## config.mk

```make
export PLATFORM = sky130hd
export DESIGN_NAME = time_display_mux
export DESIGN_NICKNAME = d
export VERILOG_FILES = /design/src/rtl/time_display_mux.sv
export SDC_FILE = /design/constraint.sdc
export NUM_CORES = 1
export LEC_CHECK = 0
export BUFFER_PORTS_ARGS = -buffer_cell sky130_fd_sc_hd__buf_2
export CAP_MARGIN = 20
export CORE_MARGIN = 3
export CORE_UTILIZATION = 60
export CTS_BUF_LIST = sky130_fd_sc_hd__clkbuf_2 sky130_fd_sc_hd__clkbuf_4 sky130_fd_sc_hd__clkbuf_8
export CTS_CLUSTER_DIAMETER = 40
export CTS_CLUSTER_SIZE = 30
export DETAILED_ROUTE_END_ITERATION = 8
export MAX_ROUTING_LAYER = met4
export PLACE_DENSITY = 0.83
export SLEW_MARGIN = 30
export SYNTH_ARGS = -nofsm -noshare
export SYNTH_HDL_FRONTEND = slang
export SYNTH_SLANG_ARGS = --single-unit
```

## constraint.sdc

```tcl
create_clock -name clk -period 2.9 [get_ports clk]
set_clock_uncertainty 0.2 [all_clocks]
set_input_delay 0.145 -clock clk [delete_from_list [all_inputs] [get_ports clk]]
set_output_delay 0.145 -clock clk [all_outputs]
set_load 0.005 [all_outputs]
```

## src/rtl/time_display_mux.sv

```systemverilog
// time_display_mux: scans BCD time digits onto an 8-digit common-anode 7-segment display,
// snapshotting inputs once per frame, with edit-mode blink, 12h leading-zero blanking and PM dot.
module time_display_mux #(
  parameter int REFRESH_DIV = 100000,
  parameter int BLINK_DIV   = 25000000
) (
  input  logic       clk,
  input  logic       rst_n,
  input  logic       fmt,
  input  logic       ampm,
  input  logic       edit,
  input  logic [3:0] hrL,
  input  logic [3:0] hrR,
  input  logic [3:0] mL,
  input  logic [3:0] mR,
  input  logic [3:0] sL,
  input  logic [3:0] sR,
  input  logic [3:0] milL,
  input  logic [3:0] milM,
  output logic [7:0] an,
  output logic [6:0] seg,
  output logic       dp,
  output logic       frame
);
  localparam int RW = $clog2(REFRESH_DIV);
  localparam int BW = $clog2(BLINK_DIV);
  logic [RW-1:0] rcnt_q, rcnt_d;
  logic [BW-1:0] bcnt_q, bcnt_d;
  logic [2:0]    idx_q, idx_d;
  logic          phase_q, phase_d;
  logic          fmt_q, ampm_q, edit_q;
  logic [31:0]   dig_q;
  logic [7:0]    an_q, an_d;
  logic [6:0]    seg_q, seg_d, seg_raw;
  logic          dp_q, dp_d, frame_q;
  logic          snap, rwrap, bwrap, blank;
  logic [3:0]    digit;
  always_comb begin
    snap    = idx_q == 3'd0 && rcnt_q == '0;
    rwrap   = rcnt_q == RW'(REFRESH_DIV - 1);
    bwrap   = bcnt_q == BW'(BLINK_DIV - 1);
    rcnt_d  = rwrap ? '0 : rcnt_q + 1'b1;
    idx_d   = rwrap ? idx_q + 3'd1 : idx_q;
    bcnt_d  = (!edit_q || bwrap) ? '0 : bcnt_q + 1'b1;
    phase_d = edit_q & (phase_q ^ bwrap);
    digit   = dig_q[{idx_q, 2'b00} +: 4];
    // hours/minutes share the upper four slots, so idx_q[2] selects the editable digits
    blank   = (idx_q == 3'd7 && fmt_q && dig_q[31:28] == 4'd0) || (idx_q[2] && edit_q && phase_q);
    case (digit)
      4'd0:    seg_raw = 7'h40;
      4'd1:    seg_raw = 7'h79;
      4'd2:    seg_raw = 7'h24;
      4'd3:    seg_raw = 7'h30;
      4'd4:    seg_raw = 7'h19;
      4'd5:    seg_raw = 7'h12;
      4'd6:    seg_raw = 7'h02;
      4'd7:    seg_raw = 7'h78;
      4'd8:    seg_raw = 7'h00;
      4'd9:    seg_raw = 7'h10;
      default: seg_raw = 7'h3F;
    endcase
    seg_d = blank ? 7'h7F : seg_raw;
    an_d  = blank ? 8'hFF : ~(8'd1 << idx_q);
    dp_d  = blank | ~((!idx_q[0] && idx_q != 3'd0) || (idx_q == 3'd0 && fmt_q && ampm_q));
  end
  always_ff @(posedge clk or negedge rst_n) begin
    if (!rst_n) begin
      rcnt_q  <= '0;
      idx_q   <= '0;
      bcnt_q  <= '0;
      phase_q <= 1'b0;
      fmt_q   <= 1'b0;
      ampm_q  <= 1'b0;
      edit_q  <= 1'b0;
      dig_q   <= '0;
      an_q    <= 8'hFF;
      seg_q   <= 7'h7F;
      dp_q    <= 1'b1;
      frame_q <= 1'b0;
    end else begin
      rcnt_q  <= rcnt_d;
      idx_q   <= idx_d;
      bcnt_q  <= bcnt_d;
      phase_q <= phase_d;
      an_q    <= an_d;
      seg_q   <= seg_d;
      dp_q    <= dp_d;
      frame_q <= snap;
      if (snap) begin
        fmt_q  <= fmt;
        ampm_q <= ampm;
        edit_q <= edit;
        dig_q  <= {hrL, hrR, mL, mR, sL, sR, milL, milM};
      end
    end
  end
  assign an    = an_q;
  assign seg   = seg_q;
  assign dp    = dp_q;
  assign frame = frame_q;
endmodule
```

Yosys cells after proc, flatten, opt, wreduce, memory -nomap -nowiden
Memory sizes are Yosys's and may differ from the RTL's.
Cells that the tools add are included.
Storage, ports and cells
  register bits after elaboration: 98
  bits in read-only memories: 112
  bits of input ports: 37
  output and inout port bits: 17
  logic and storage cells: 47
  memories kept: 1
Memories
  (no name shown): depth 16, bits a word 7, rd ports 1, clocked after Yosys merged registers in 0, write ports 0, line 49  | case (digit)
Operators by class
  $add $sub $neg: 3
  equality and inequality tests: 3
  shift operators: 2
  multiplexer cells: 4
  bitwise operators: 5
  reductions and logical operators: 17
Operator list (number)
  32-bit by 6-bit variable part select with 4-bit output: 1
  25-bit by 1-bit adder with 25-bit output, second input constant: 1
  25-bit == test, second input constant: 1
  25-bit 2-to-1 mux: 1
  17-bit by 1-bit adder with 17-bit output, second input constant: 1
  17-bit == test, second input constant: 1
  17-bit zero test: 1
  17-bit 2-to-1 mux: 1
  1-bit logical AND: 8
  8-bit 2-to-1 mux: 1
  8-bit inverter: 1
  1-bit by 3-bit << shifter with 8-bit output, first input constant: 1
  7-bit 2-to-1 mux: 1
  4-bit zero test: 1
  3-bit by 1-bit adder with 3-bit output, second input constant: 1
  3-bit == test, second input constant: 1
  3-bit zero test: 1
  1-bit logical OR: 3
  3-bit nonzero test: 1
  1-bit zero test: 2
  1-bit AND: 1
  1-bit inverter: 1
  1-bit OR: 1
  1-bit XOR: 1

Depth between registers and ports, before layout
  depth in word-level cells: 6
  mapped depth: 8
  depth with buffers taken out: 7

Least setup slack after synthesis
OpenSTA, ideal clock, no wires.
  path kind: register to register
  start: register idx_q[0]
  end: register dig_q[0]
  library setup time: 125 ps
  data arrival time: 2125 ps
  data required time: 2575 ps
  path slack: 450 ps
  stages on the path, launching flop included: 9
  path buffers: 2
  clock period less this slack: 2450 ps
  path through: dfrtp_1 -> buf_2 -> inv_1 -> ha_1 -> nor2b_1 -> nand4b_1 -> nor3_4 -> buf_4 -> mux2_2
Between the ends
  longest elaborated chain between the ends: 2
RTL lines
  start, declared: line 29  | logic [2:0] idx_q, idx_d;
  start signal, assigned: line 82  | idx_q <= idx_d;
  3-bit zero test: line 39  | snap = idx_q == 3'd0 && rcnt_q == '0;
  1-bit logical AND: line 39
  end signal, assigned: line 93  | dig_q <= {hrL, hrR, mL, mR, sL, sR, milL, milM};
  end, declared: line 32  | logic [31:0] dig_q;
Every way passes these cells.
A chain may end at the register's enable or synchronous reset.

Worst setup path after layout
  start: register idx_q[0]
  end: register dig_q[13]
Same word-level chain as after synthesis.

==> flow_summary.yaml <==
outcome:
  status: "finished, final reports clean"
placement:
  dp_hpwl_mm: 6.098
  place.gp.congestion: 0.8582
  port_buffers: 53
  place_inst: 532
  placed_area_um2: 5075
clocking:
  cts_buffers: 9
  cts_resized: 0
  cts_tree: "done"
  cts_sinks: 98
  clock_latency_ns: 0.37
  cts_setup_buffers: 0
  htreeDepth: 3
  clk_pin_slew_worst_paths_ns: 0.10
  clock-root-buffer: "clkbuf_8"
  clock_path_buffers: 2
synth:
  synth.area.top_cells: "dfrtp_1 (44%), mux2_2 (9.6%), dfstp_2 (9.0%), ha_1 (4.0%), mux4_2 (3.9%)"
  yosysSeqAreaShare_pct: 52.96
  yosysTopAreaCell: "dfrtp_1"
  synth_cell_types: 43
  synth.avg_cell_area_um2: 12.09
  syn-cell-area_um2: 4668
  synth-seq-cells: 98
  netlist_instances: 386
  synth.net_count: 438
  synth_top_area_share_pct: 43.96
  ys_warn_count: 0
sta:
  relSlewSlack_pct: 48.71
  setup_violations: 0
  hold_ws_ns: 0.2020
  finalCriticalPeriod_ns: 2.644
  finalCritPeriodShare_pct: 91.17
  finalSetupTns_ns: 0
  hold_viol: 0
  drv_slew: 0
  tightest_slew_ns: 0.7693
  max_freq_ghz: 0.3782
  rsz0062_at_grt: "false"
finish:
  layoutNonFillerInstCount: 584
  area_delta_synth_final_pct: 20.91
  final_area_um2: 5644
  layout_commonest_cell: "dfrtp_1"
  drive_above_1_share_pct: 31.55
  nets: 532
  antenna_cells: 0
  final_cell_mix: "dfrtp_1 (82), buf_2 (52), mux2_2 (40), dlygate4sd3_1 (36), nor2_1 (24)"
grt:
  grt_max_degree: 88
  grt_pass1_vias: 3374
  grt_use_total_pct: 25.63
  antenna_found_initial: 0
  grt_pass1_wl_mm: 16.67
  grt_overflow_total: 0
pwr:
  intPower_uw: 1967
  combinationalPowerShare_pct: 7.3
  ir_drop_uv: 262.2
  p_clk_share_pct: 36.4
  power_density_nw_per_um2: 451.4
  seqPwrFrac_pct: 56.3
  leakagePower_uw: 0.002409
  p_switching_uw: 580.5
  swShare_pct: 22.78
drt:
  antenna_left: 0
  dr.pass1.iters: 4
  num_vias: 3342
  wl_mm: 10.10
  routed_via_density: 5.723
  drt_iter0_markers: 221
  drc: 0
  drt-wirelength-per-cell_um: 17.30
die:
  row_count: 31
  start_util_pct: 63.01
  die_x_um: 94.21
  die_area_um2: 8875
  die_h_um: 94.21
  io_pins: 54
  coreArea_um2: 7408
hold_path:
  hp-class: "in2async"
run:
  maxCapViolCount: 0
setup_path:
  setup.reg_to_reg.worst_slack_ns: 0.26
  end_kind: "flip-flop"
  r2r_start: "idx_q[0]"
  rr_worst_depth: 7
  cp_data_arrival_time_ns: 2.69
  cp-start-kind: "flip-flop"
  critPathRequiredTime_ns: 2.95
  crit_type: "reg2reg"
  timing.rr.end: "dig_q[13]"
  cp_max_fo: 35
==> metrics by stage <==
step	utilization [%]	total power (uW)	worst slack, ns
after floorplan	-	1519	0.4501
after global placement	68.45	1594	0.4953
after detailed placement	68.50	1603	0.3630
after CTS	76.19	2548	0.3412
after global routing	76.19	2646	0.1593
final	76.19	2548	0.2561
==> critical path, stage by stage (launching register included) <==
cell and delay [ns]:
dfrtp_1 0.54, inv_1 0.20, ha_1 0.22, nor2b_1 0.24, nand4b_1 0.22, nor3_4 0.26, buf_12 0.24, mux2_2 0.40
==> registers in the layout, indices dropped and copies added (netlist names) <==
register and flops:
fmt_q 1, phase_q 1, seg 7, rcnt_q 17, bcnt_q 25, dig_q 32
an 8, idx_q 3, ampm_q 1, edit_q 1, dp 1, frame 1
==> cells in the mapped netlist, drive strengths merged <==
cell type	instances
and4b	1
nor3	6
a31oi	2
and3b	1
or2	1
o31ai	10
buf	11
nand3	16
and3	4
clkbuf	3
mux2	40
dfstp	16
xnor2	13
nand2	23
xor2	13
ha	15
a21oi	18
dfrtp	82
mux2i	6
a21boi	2
nor4b	1
nand4	10
nor2	24
nand4b	1
mux4	8
nor2b	3
and4	5
or4	10
o21ai	9
nor4	7
or3	9
inv	15
clkinv	1
==> layout make-up <==
type | instances | area (um^2)
Tap cell | 99 | 123.9
Timing Repair Buffer | 97 | 716.9
Multi-Input combinational cell | 258 | 2062
Clock inverter | 4 | 50.05
Sequential cell | 98 | 2472
Clock buffer | 12 | 158.9
Inverter | 16 | 60.06
Fill cell | 450 | 1764
==> routing by layer <==
metal / vias to the layer above / part of all wire (%) / GRT usage [%]
met5: - / 0 / -
met4: 0 / 3.9 / 12.15
met3: 30 / 4.3 / 4.087
met2: 106 / 52 / 43.97
met1: 1634 / 40 / 29.40
li1: 1572 / - / -
==> power groups by stage <==
stage,logic [uW],clock network [uW],registers (uW)
3_5_place_dp,145,0,1460
4_1_cts,183,934,1430
2_1_floorplan,67.7,0,1450
5_1_grt,206,1000,1440
3_3_place_gp,140,0,1450
6_report,185,928,1430
==> logic make-up (layout without fill, tap and decap cells) <==
kind of cell,after synthesis,after routing,share of synthesized area [%]
muxes,54,54,15.06
AOI/OAI and AO/OA,41,41,5.387
xor gates and xnor gates,26,26,4.878
and+or+nand+nor,122,122,14.69
buffers and inverters,30,129,3.002
DFF,98,98,52.96
adders and majority gates,15,15,4.020
==> what timing repair did <==
item                                    CTS  global route
hold buffers                             36             0
endpoints found under the setup margin    0             0
endpoints found under the hold margin   117             0
==> worst max path at each step <==
| stage | from | cells after the start | to |
|---|---|---|---|
| detailed placement | idx_q[0] | 7 | dig_q[4] |
| CTS | idx_q[0] | 7 | dig_q[7] |
| global route | idx_q[0] | 7 | dig_q[13] |
| finish | idx_q[0] | 7 | dig_q[13] |
| floorplan | idx_q[0] | 8 | dig_q[0] |
| global placement | idx_q[0] | 7 | dig_q[6] |
(Power assumes the default switching activity.)
